[config.mk]
export PLATFORM = sky130hd
export DESIGN_NAME = reg_file_sb
export DESIGN_NICKNAME = d
export VERILOG_FILES = /design/src/rtl/reg_file_sb.sv
export SDC_FILE = /design/constraint.sdc
export NUM_CORES = 1
export LEC_CHECK = 0
export ABC_AREA = 1
export CAP_MARGIN = 0
export CORE_ASPECT_RATIO = 0.7
export CORE_MARGIN = 2
export CORE_UTILIZATION = 53
export DETAILED_ROUTE_END_ITERATION = 7
export GPL_ROUTABILITY_DRIVEN = 0
export MAX_ROUTING_LAYER = met4
export PLACE_DENSITY = 0.83
export REMOVE_ABC_BUFFERS = 1
export SLEW_MARGIN = 40
export SYNTH_ARGS = -nofsm -noshare
export SYNTH_HDL_FRONTEND = slang
export SYNTH_SLANG_ARGS = --single-unit
[constraint.sdc]
create_clock -name clock -period 17.9 [get_ports clock]
set_clock_uncertainty 0.1 [all_clocks]
set_input_delay 1.79 -clock clock [delete_from_list [all_inputs] [get_ports clock]]
set_output_delay 1.79 -clock clock [all_outputs]
set_load 0.05 [all_outputs]
[src/rtl/reg_file_sb.sv]
// Parametrised architectural register file with a link-register write port and a
// per-register busy scoreboard. Optional write-through read bypass: REGFILE_BYPASS_EN.
module reg_file_sb #(
  parameter int NUM_REGS = 16,
  parameter int ADDR_W   = 4,
  parameter int DATA_W   = 16,
  parameter int RA_IDX   = 9
) (
  input  logic                clock,
  input  logic                reset,
  input  logic [ADDR_W-1:0]   reg_rs_id,
  input  logic [ADDR_W-1:0]   reg_rt_id,
  output logic [DATA_W-1:0]   reg_rs_value,
  output logic [DATA_W-1:0]   reg_rt_value,
  output logic                reg_rs_busy,
  output logic                reg_rt_busy,
  input  logic                control_reg_write,
  input  logic [ADDR_W-1:0]   control_write_id,
  input  logic [DATA_W-1:0]   reg_write_value,
  input  logic                ra_write,
  input  logic [DATA_W-1:0]   ra_write_value,
  input  logic                reserve_en,
  input  logic [ADDR_W-1:0]   reserve_id,
  output logic [NUM_REGS-1:0] busy_mask
);

  localparam logic [ADDR_W-1:0] RA_ID = ADDR_W'(RA_IDX);

  logic [DATA_W-1:0]   regs_q [NUM_REGS];
  logic [DATA_W-1:0]   regs_d [NUM_REGS];
  logic [NUM_REGS-1:0] busy_q;
  logic [NUM_REGS-1:0] busy_d;

  logic gen_wr;
  logic rsv;

  assign gen_wr = control_reg_write && (control_write_id != '0);
  assign rsv    = reserve_en && (reserve_id != '0);

  // The general port is applied after the ra port so it wins an RA_IDX collision;
  // the reserve is applied last so a newly issued producer keeps the register busy.
  always_comb begin
    regs_d = regs_q;
    busy_d = busy_q;
    if (ra_write) begin
      regs_d[RA_ID] = ra_write_value;
      busy_d[RA_ID] = 1'b0;
    end
    if (gen_wr) begin
      regs_d[control_write_id] = reg_write_value;
      busy_d[control_write_id] = 1'b0;
    end
    if (rsv) begin
      busy_d[reserve_id] = 1'b1;
    end
    regs_d[0] = '0;
    busy_d[0] = 1'b0;
  end

  always_ff @(posedge clock or posedge reset) begin
    if (reset) begin
      for (int i = 0; i < NUM_REGS; i++) begin
        regs_q[i] <= '0;
      end
      busy_q <= '0;
    end else begin
      regs_q <= regs_d;
      busy_q <= busy_d;
    end
  end

  // Returns {busy, value} as seen by one read port.
  function automatic logic [DATA_W:0] read_port(input logic [ADDR_W-1:0] id);
    logic [DATA_W:0] r;
    r = {busy_q[id], regs_q[id]};
`ifdef REGFILE_BYPASS_EN
    if (gen_wr && (control_write_id == id)) begin
      r = {rsv && (reserve_id == id), reg_write_value};
    end else if (ra_write && (id == RA_ID)) begin
      r = {rsv && (reserve_id == id), ra_write_value};
    end
`endif
    return r;
  endfunction

  always_comb begin
    {reg_rs_busy, reg_rs_value} = read_port(reg_rs_id);
    {reg_rt_busy, reg_rt_value} = read_port(reg_rt_id);
  end

  assign busy_mask = busy_q;

endmodule

# Word level (Yosys, flattened, before mapping)
# Cells that the tools add are included.
# W data, S select, Z words.
# classes
n_bitwise	6
muxes	22
n_lt_le_gt_ge	10
n_reduce_logical	7
# op_table
operator	count
$bwmux W256	1
$bmux W16 S4	2
$mux W16	8
$mux W112	1
$demux W16 S4	1
$lt A4 B5 Y1 const B	4
$and A16 B16 Y16	1
$not A16 Y16	1
$or A16 B16 Y16	1
$ge A5 B5 Y1 const B	3
$not A4 Y5	3
$bmux W1 S4	2
$demux W1 S4	2
$ge A4 B1 Y1 const B	2
$reduce_bool A4 Y1	2
$logic_and A1 B1 Y1	5
$lt A5 B1 Y1 const B	1
$mux W1	5
# totals
inputBits	53
reg_bits	255
word_cells	61

# Depth between registers and ports, before layout
# depth
word_depth	9
ltp_mapped	8

# Worst setup path before layout
# OpenSTA, ideal clock, no wires.
# synth_path
path_type	input to output
startpoint	input reg_rs_id[1]
endpoint	output reg_rs_value[10]
t_required_ns	16.010
path_buffers	2
slack_ns	12.986
arrival_ns	3.024
path_stages	7
path_cell_list	clkbuf_1 nor2_1 buf_2 nand2_1 nand3_1 nand3_1 nand2_1
# synth_via
elab_chain_cells	4
# synth_rtl
item	line_no	rtl
start, declared	11	input logic [ADDR_W-1:0] reg_rs_id,
$not A4 Y5 (not written as such)	75	r = {busy_q[id], regs_q[id]};
$bmux W16 S4	75	
$mux W16 (not written as such) (2 in series)	75	
end, declared	13	output logic [DATA_W-1:0] reg_rs_value,
# Every way passes these cells. The select of a mux whose other input is x is not followed.

# Final worst setup path
# layout_path
startpoint	input reg_rt_id[0]
endpoint	output reg_rt_busy
# layout_via
elab_chain_cells	2
# layout_rtl
item	line_no	rtl
start, declared	12	input logic [ADDR_W-1:0] reg_rt_id,
$bmux W1 S4	75	
$mux W1 (not written as such)	75	
end, declared	16	output logic reg_rt_busy,
# Every way passes these cells. The select of a mux whose other input is x is not followed.

==> flow_summary.yaml <==
run_status:
  outcome: "complete, no violations"
drt:
  firstDrtPassIters: 7
  drc_errors: 0
  vias: 15648
  via_per_inst: 5.93
  wl_um: 50600
  wl_per_cell_um: 19.2
  dr.first_iter.drc_count: 2329
  ant_nets: 0
cts:
  htreeDepth: 1
  cts_root_buf: "clkbuf_16"
  post_cts_buffers: 0
  clk_latency_ps: 540
  cts_buffers: 26
  clkSlewWorstSetupHoldPaths_ps: 60
  clock_sinks: 255
  postCtsHoldBufs: 0
  max-clock-path-buffers: 3
  cts_tree: "built"
  post_cts_resize_count: 0
synth:
  synth-seq-area-share_pct: 42.9
  synth_seq_cells: 255
  synth.area.top_cells: "dfrtp_1 (43%), nand2_1 (20%), nand3_1 (15%)"
  ys.flop_type: "dfrtp_1"
  synth.largest_area_cell: "dfrtp_1"
  syn_area_sq_mm: 0.0149
  synth_cells: 2250
  synth.top_cell.area_share_pct: 42.9
  ys_warn_count: 0
  synthTopCellsByCount: "nand2_1 (785), nand3_1 (449), inv_1 (261)"
  ys_types: 21
  synth_edf_count: 0
  async_reset_ff_share_pct: 100
  avgSynthCellArea_sq_um: 6.61
  yosysMostFrequentCell: "nand2_1"
timing:
  maxSlewViolCount: 0
  tightestPinTransition_ps: 863
  setup_viol: 0
  final.setup.tns_ps: 0
  fin_crit_sh_pct: 41.0
  max_freq_mhz: 136
  min_period_ps: 7340
  maxSlewHeadroom_pct: 42.4
  rsz0062_at_grt: "no"
  hold_viol_final: 0
critical_path:
  rr_worst_depth: 3
  cp_max_fo: 58
  rr_startpoint: "busy_mask[9]"
  critPathMaxStageDelay_ps: 830
  crit_type: "in -> out"
  worst_r2r_endpoint: "busy_mask[9]"
  cp-end-kind: "output pin"
  cp_data_required_time_ps: 16010
  crit_slowest_cell: "clkinv_2"
  startpoint_type: "input pin"
  reg2reg_setup_slack_ps: 16900
  worstPathCellList: "buf_4 > clkinv_2 > nor2_1 > buf_4 > nand2_1 > nand3_1 > nand3_1 > nand2_1 > clkdlybuf4s50_1"
  cp.arrival_ps: 5450
power:
  finalPower_mw: 1.86
  p_leak_nw: 8.44
  powerDensity_mw_per_mm2: 110
  ir_drop_v: 0.0000829
job:
  cap_violations: 0
place:
  hpwl_um: 29500
  dp_cells: 2590
  portBuffers: 101
final_layout:
  diodes: 0
  instances_no_fill: 2638
  nNetsFinal: 2300
  drive_gt1_share_pct: 4.50
  area_growth_pct: 13.7
global_route:
  grt.overflow.total: 0
  grt_max_degree: 115
  grt_pass1_wl_um: 80200
  antenna_found_initial: 0
  grt.total_usage_pct: 35.9
  grt_pass1_vias: 15147
floorplanning:
  start_util_pct: 53.7
  dieWidth_um: 204
  ios: 103
  coreArea_sq_mm: 0.0277
  num_rows: 51
  chipHeight_um: 144
  die_area_sq_mm: 0.0294
min_path:
  hold_depth: 2
  worstHoldPathType: "reg -> reg"
  hp-start: "regs_q[183]"
  whs_endpoint: "regs_q[183]"
state kept, by name (all words and copies together) (netlist names):
| name | cells |
|---|---|
| regs_q | 240 |
| busy_mask | 15 |
logic make-up (layout without fill, tap and decap cells):
family	count (synthesis)	after routing	share of synthesized area [%]
compound gates	272	272	9.21
buf+inv	435	452	11.5
flops	255	255	42.9
other cells	1	1	0.0252
simple gates	1287	1287	36.4
metrics by stage:
stage               util (%)  worst slack, ps  instance area, sq um  hold WS [ps]
finish                  61.1            10560                 16900           388
detailed placement      57.8            10650                 16000           373
floorplan                  -             9000                 14200           353
global route            61.1            10500                 16900           398
CTS                     61.0            10640                 16900           388
global placement        57.4            10770                 15900           366
critical path, delay by kind of cell:
family / cells / cell delay (ps)
buf+inv: 4 / 2630
simple gates: 5 / 1000
per-layer routing:
metal  global-route usage (%)  part of all wire (%)
met1                     47.1                    38
met2                     52.1                    43
met3                     7.46                    14
met4                     19.6                   5.7
met5                        -                     0
worst max path at each step:
stage / from / end / slack, ps / depth (start not counted)
6_report: reg_rt_id[0] / reg_rt_busy / 10560 / 9
5_1_grt: reg_rt_id[0] / reg_rt_busy / 10500 / 9
4_1_cts: reg_rs_id[0] / reg_rs_busy / 10640 / 9
3_5_place_dp: reg_rs_id[0] / reg_rs_busy / 10650 / 9
3_3_place_gp: reg_rs_id[0] / reg_rs_value[6] / 10770 / 9
2_1_floorplan: reset / busy_mask[10] / 9000 / 1
area by class of cell:
cell class	instances	area, sq um
well taps	371	464
fillers	2485	10800
inverters	269	1030
multi-input cells	1560	6830
clock buffers	42	822
clock inverters	6	80.1
flip-flops and latches	255	6380
repair buffers	135	1320
layout by cell type, fill, tap and decap left out, drive strengths merged:
| cell | synthesis | routed |
|---|---|---|
| nand2 | 785 | 785 |
| nand3 | 449 | 449 |
| inv | 263 | 264 |
| dfrtp | 255 | 255 |
| o21ai | 233 | 233 |
| clkdlybuf4s50 | 0 | 96 |
| nor2 | 48 | 48 |
| clkbuf | 99 | 42 |
| buf | 67 | 39 |
| a21oi | 32 | 32 |
| clkinv | 6 | 9 |
| o22ai | 7 | 7 |
| or2 | 2 | 2 |
| bufinv | 0 | 2 |
| nand4 | 1 | 1 |
| nand3b | 1 | 1 |
| nor3 | 1 | 1 |
| conb | 1 | 1 |
power breakdown:
group,switching [mW],internal [mW]
Combinational,0.355,0.169
Sequential,0.0561,0.699
Clock,0.239,0.342
Power figures use the tool's default switching activity.
